<file path="config.mk">
export PLATFORM = sky130hd
export DESIGN_NAME = fetch_stage
export DESIGN_NICKNAME = d
export VERILOG_FILES = /design/src/rtl/fetch_stage.sv
export SDC_FILE = /design/constraint.sdc
export NUM_CORES = 1
export LEC_CHECK = 0
export CORE_ASPECT_RATIO = 1.5
export CORE_MARGIN = 2
export CORE_UTILIZATION = 50
export CTS_BUF_LIST = sky130_fd_sc_hd__clkbuf_8
export CTS_CLUSTER_DIAMETER = 60
export DETAILED_ROUTE_END_ITERATION = 8
export PLACE_DENSITY = 0.81
export SLEW_MARGIN = 20
export SYNTH_ARGS = -nofsm -noshare
export SYNTH_HDL_FRONTEND = slang
export SYNTH_SLANG_ARGS = --single-unit
export TNS_END_PERCENT = 10
</file>
<file path="constraint.sdc">
create_clock -name clk -period 4.7 [get_ports clk]
set_clock_uncertainty 0.2 [all_clocks]
set_input_delay 0.705 -clock clk [delete_from_list [all_inputs] [get_ports clk]]
set_output_delay 0.705 -clock clk [all_outputs]
set_load 0.01 [all_outputs]
</file>
<file path="src/rtl/fetch_stage.sv">
// -----------------------------------------------------------------------------
// fetch_stage
//   Instruction fetch stage with a single outstanding instruction-memory
//   request, a one-entry hold buffer for responses that arrive while decode
//   is stalled, and branch/jump redirect handling.
//
// Ports
//   clk            in   1   clock, all state updates on the rising edge
//   rst_n          in   1   synchronous active-low reset
//   stall          in   1   decode cannot accept an instruction this cycle
//   redirect_valid in   1   taken branch/jump resolved this cycle
//   redirect_pc    in  32   branch/jump target
//   imem_req       out  1   instruction-memory request strobe
//   imem_addr      out 32   request address
//   imem_gnt       in   1   request accepted this cycle
//   imem_rvalid    in   1   read data valid
//   imem_rdata     in  32   fetched instruction word
//   inst           out 32   IF/ID instruction
//   inst_valid     out  1   inst is a real instruction (not a bubble)
//   pc_out         out 32   address of inst
//   pc_plus4       out 32   pc_out + 4 (combinational, wraps modulo 2^32)
// -----------------------------------------------------------------------------
module fetch_stage #(
  parameter logic [31:0] RESET_PC = 32'h0000_3000
) (
  input  logic        clk,
  input  logic        rst_n,
  input  logic        stall,
  input  logic        redirect_valid,
  input  logic [31:0] redirect_pc,
  output logic        imem_req,
  output logic [31:0] imem_addr,
  input  logic        imem_gnt,
  input  logic        imem_rvalid,
  input  logic [31:0] imem_rdata,
  output logic [31:0] inst,
  output logic        inst_valid,
  output logic [31:0] pc_out,
  output logic [31:0] pc_plus4
);

  typedef enum logic [1:0] {
    S_FETCH = 2'd0,
    S_WAIT  = 2'd1,
    S_HOLD  = 2'd2
  } state_t;

  state_t      r_state;
  state_t      w_state_next;
  logic [31:0] r_pc;
  logic [31:0] w_pc_next;
  logic        r_drop;
  logic        w_drop_next;
  logic [31:0] r_inst;
  logic [31:0] w_inst_next;
  logic        r_inst_valid;
  logic        w_inst_valid_next;
  logic [31:0] r_pc_out;
  logic [31:0] w_pc_out_next;
  logic [31:0] r_buf_inst;
  logic [31:0] w_buf_inst_next;
  logic [31:0] r_buf_addr;
  logic [31:0] w_buf_addr_next;

  // State register
  always_ff @(posedge clk) begin
    if (!rst_n) begin
      r_state <= S_FETCH;
    end else begin
      r_state <= w_state_next;
    end
  end

  // Next-state logic
  always_comb begin
    w_state_next = r_state;
    case (r_state)
      S_FETCH: begin
        // A granted request is outstanding even if a redirect arrives; the
        // drop flag takes care of the stale response.
        if (imem_gnt) w_state_next = S_WAIT;
      end
      S_WAIT: begin
        if (imem_rvalid) begin
          if (!redirect_valid && !r_drop && stall) w_state_next = S_HOLD;
          else                                     w_state_next = S_FETCH;
        end
      end
      S_HOLD: begin
        if (redirect_valid || !stall) w_state_next = S_FETCH;
      end
      default: w_state_next = S_FETCH;
    endcase
  end

  // Output logic: request only in FETCH, and never while reset is applied
  always_comb begin
    imem_req  = (r_state == S_FETCH) && rst_n;
    imem_addr = r_pc;
  end

  // Datapath next values
  always_comb begin
    w_pc_next         = r_pc;
    w_drop_next       = r_drop;
    w_inst_next       = r_inst;
    w_inst_valid_next = r_inst_valid;
    w_pc_out_next     = r_pc_out;
    w_buf_inst_next   = r_buf_inst;
    w_buf_addr_next   = r_buf_addr;

    if (redirect_valid) begin
      w_pc_next         = {redirect_pc[31:2], 2'b00};
      w_inst_next       = 32'd0;
      w_inst_valid_next = 1'b0;
      w_buf_inst_next   = 32'd0;
      w_buf_addr_next   = 32'd0;
      case (r_state)
        S_FETCH: w_drop_next = imem_gnt;
        S_WAIT:  w_drop_next = !imem_rvalid;
        default: w_drop_next = 1'b0;
      endcase
    end else begin
      // Bubble by default when decode is ready; overridden on delivery.
      if (!stall) begin
        w_inst_next       = 32'd0;
        w_inst_valid_next = 1'b0;
      end
      case (r_state)
        S_WAIT: begin
          if (imem_rvalid) begin
            if (r_drop) begin
              w_drop_next = 1'b0;
            end else if (!stall) begin
              w_inst_next       = imem_rdata;
              w_inst_valid_next = 1'b1;
              w_pc_out_next     = r_pc;
              w_pc_next         = r_pc + 32'd4;
            end else begin
              w_buf_inst_next = imem_rdata;
              w_buf_addr_next = r_pc;
            end
          end
        end
        S_HOLD: begin
          if (!stall) begin
            w_inst_next       = r_buf_inst;
            w_inst_valid_next = 1'b1;
            w_pc_out_next     = r_buf_addr;
            w_pc_next         = r_buf_addr + 32'd4;
          end
        end
        default: ;
      endcase
    end
  end

  // Datapath registers
  always_ff @(posedge clk) begin
    if (!rst_n) begin
      r_pc         <= RESET_PC;
      r_drop       <= 1'b0;
      r_inst       <= 32'd0;
      r_inst_valid <= 1'b0;
      r_pc_out     <= RESET_PC;
      r_buf_inst   <= 32'd0;
      r_buf_addr   <= 32'd0;
    end else begin
      r_pc         <= w_pc_next;
      r_drop       <= w_drop_next;
      r_inst       <= w_inst_next;
      r_inst_valid <= w_inst_valid_next;
      r_pc_out     <= w_pc_out_next;
      r_buf_inst   <= w_buf_inst_next;
      r_buf_addr   <= w_buf_addr_next;
    end
  end

  assign inst       = r_inst;
  assign inst_valid = r_inst_valid;
  assign pc_out     = r_pc_out;
  assign pc_plus4   = r_pc_out + 32'd4;

endmodule
</file>
==> flow_summary.ini <==
[drt]
drcViolationCount = 0
vias = 8055
wl_um = 23600
drtPass1Iterations = 5
viasPerCell = 5.73
postRouteAntennaNets = 0
drt_iter0_markers = 513
wl_per_cell_um = 16.8

[placed_design]
placed_area_mm2 = 0.0103
dp_slack_ns = 1.22
portBuffers = 197
hpwlAfterDp_um = 16500
gp_congestion = 0.927

[finish]
area_growth_pct = 29.8
nets = 1263
insertedDiodeCount = 0
fin_util_pct = 66.0
drive_above_1_share_pct = 6.25
fillers = 1433
finish.instance_area_mm2 = 0.0107

[floorplan]
rows = 57
die_h_um = 161
initial_utilization_pct = 50.8
die_area_mm2 = 0.0175
ios = 200
die_w_um = 109
fp.coreArea_mm2 = 0.0162

[setup_path]
crit_path_end_kind = output pin
cp_max_fo = 7
critPathLaunchType = flop
arrival_ns = 3.01
crit_required_ns = 3.80
crit_type = reg2out

[timing]
min_period_over_period_pct = 83.2
setup_viol = 0
setup_tns_ns = 0
relSlewSlack_pct = 41.1
rsz0062_at_grt = false
layout_setup_ws_ns = 0.790
hold_viol = 0
period_needed_ns = 3.91
drv_slew = 0
fmax_mhz = 256
worst_pin_slew_ns = 0.881

[synthesis]
ys_ff_latch = 164
avgSynthCellArea_um2 = 7.99
syn_nets = 1106
async_flop_share_pct = 0
yosys_warnings = 0
synth_edf_count = 0
synth_cell_types = 64
synth_flop_cell = dfxtp_1
syn_area_mm2 = 0.00823
ys_seq_area_share_pct = 39.9
syn_inst = 1030

[clock_network]
holdBufCountCts = 0
cts-resized-gates = 0
post_cts_buffers = 0
cts_tree = built
cts-root-buf = clkbuf_8
cts_buffer_depth = 2
cts_max_level = 4
clk_pin_slew_worst_paths_ns = 0.09
numCtsBuffers = 17
clk_latency_ns = 0.44
clkSinkCount = 164

[grt]
overflow = 0
first_global_vias = 7520
antenna_found_initial = 1
grt_max_degree = 45
grtUsageTotal_pct = 26.9
grt_pass1_wl_um = 38000

[hold_path]
hp-class = reg2reg

[job]
drv_cap = 0

[power]
p_leak_nw = 3.50
peakVddDrop_mv = 0.192
powerDensity_mw_per_mm2 = 288

[run_status]
outcome = completed
==> layer usage <==
metal | GRT usage (%) | up-vias | wire length (um)
met1 | 31.8 | 3778 | 9490
met3 | 5.73 | 30 | 1510
met4 | 7.98 | 2 | 387
li1 | - | 3968 | -
met2 | 48.2 | 277 | 12200
met5 | 0 | - | 14
==> flip-flops by register name (all words and copies together), names as in the netlist <==
signal,cells
r_drop,1
imem_addr,32
pc_out,32
r_buf_addr,32
inst_valid,1
r_buf_inst,32
r_state,2
inst,32
==> stage by stage <==
| step | instances | hold slack, ns | total power [mW] |
|---|---|---|---|
| 4_1_cts | 1406 | 0.259 | 3.09 |
| 5_1_grt | 1406 | 0.281 | 3.22 |
| 6_report | 1406 | 0.258 | 3.08 |
| 2_1_floorplan | 1030 | 0.236 | 1.86 |
| 3_3_place_gp | 1374 | 0.241 | 2.16 |
| 3_5_place_dp | 1374 | 0.247 | 2.17 |
==> placed cells by master (no fill, tap or decap), drive strengths merged, types with 3 or more instances in the layout <==
cell and instances:
a311oi 5, o311ai 3, o31ai 3, nand2b 7, nand4b 3, a22o 37, a211oi 36, a22oi 36
xor2 20, inv 17, nor3 16, clkdlybuf4s50 196, a221oi 4, nand3 38, buf 20, ha 6
clkinv 8, clkbuf 19, mux2 6, nand4 13, dfxtp 164, a21oi 104, xnor2 25, mux2i 34
nor2 100, and3 8, nand3b 10, nand2 193, o21ai 32
==> worst paths after layout <==
| kind | start | to | slack (ns) | depth (start not counted) |
|---|---|---|---|---|
| max | pc_out[4] | pc_plus4[31] | 0.79 | 6 |
| min | r_buf_inst[16] | r_buf_inst[16] | 0.26 | 2 |
| max reg2reg | r_state[0] | imem_addr[24] | 1.16 | 9 |
| min reg2reg | r_buf_inst[16] | r_buf_inst[16] | 0.26 | 2 |
==> layout make-up <==
cell class / count / area [um2] / share of cell area [%]
clock buffer: 19 / 262 / 2.45
clock inverter: 13 / 96.3 / 0.902
inverter: 14 / 52.6 / 0.492
multi-input combinational: 774 / 4610 / 43.2
sequential: 164 / 3280 / 30.7
tap: 206 / 258 / 2.41
timing repair buffer: 216 / 2120 / 19.9
==> critical path, stage by stage, from the launching register on <==
cell and delay, ns:
dfxtp_1 0.46, and4_1 0.26, nand4_1 0.28, or3_1 0.58, nor3_1 0.28, xor2_1 0.16, clkdlybuf4s50_1 0.54
==> Yosys cell counts (2+ instances only) <==
| master | instances | area share, % |
|---|---|---|
| xnor2_1 | 25 | 2.7 |
| and4_1 | 2 | 0.21 |
| nand2b_1 | 7 | 0.53 |
| o311ai_0 | 3 | 0.32 |
| o21ai_0 | 31 | 1.9 |
| mux2_2 | 6 | 0.82 |
| buf_1 | 4 | 0.18 |
| inv_1 | 13 | 0.59 |
| nor2b_1 | 2 | 0.15 |
| nor3b_1 | 2 | 0.18 |
| nand3_2 | 3 | 0.36 |
| a21oi_1 | 104 | 6.3 |
| xor2_1 | 20 | 2.1 |
| a222oi_1 | 2 | 0.24 |
| or3_1 | 2 | 0.15 |
| a221oi_1 | 3 | 0.32 |
| buf_2 | 5 | 0.30 |
| nand4b_1 | 3 | 0.32 |
| o211ai_1 | 2 | 0.18 |
| a211oi_1 | 35 | 3.2 |
| a311oi_1 | 5 | 0.53 |
| ha_1 | 6 | 0.91 |
| a21o_1 | 2 | 0.18 |
| mux2i_1 | 34 | 4.1 |
| clkbuf_1 | 62 | 2.8 |
| a21boi_0 | 2 | 0.18 |
| nand3_1 | 35 | 2.1 |
| and3_1 | 8 | 0.61 |
| a31oi_1 | 2 | 0.15 |
| a22oi_1 | 36 | 3.3 |
| nor3_1 | 16 | 0.97 |
| nand3b_1 | 9 | 0.82 |
| dfxtp_1 | 164 | 40 |
| or4_1 | 2 | 0.18 |
| buf_4 | 4 | 0.36 |
| nand4_1 | 11 | 0.84 |
| nand2_1 | 193 | 8.8 |
| o31a_1 | 2 | 0.21 |
| o31ai_1 | 3 | 0.27 |
| nor2_1 | 100 | 4.6 |
| a22o_1 | 37 | 3.9 |
==> power by group <==
group          total, mW  switching (mW)  internal, mW
registers           1.52          0.0778          1.45
logic              0.615           0.314         0.301
clock network      0.938           0.539         0.399
total               3.08           0.931          2.15
==> cells by family after synthesis <==
kind of cell | share of synthesized area, %
and+or+nand+nor | 22.1
AOI/OAI and AO/OA | 22.7
DFF | 39.9
adders and majority gates | 0.912
buffers and inverters | 4.70
muxes | 4.96
xor gates and xnor gates | 4.79
Power figures use the tool's default switching activity.
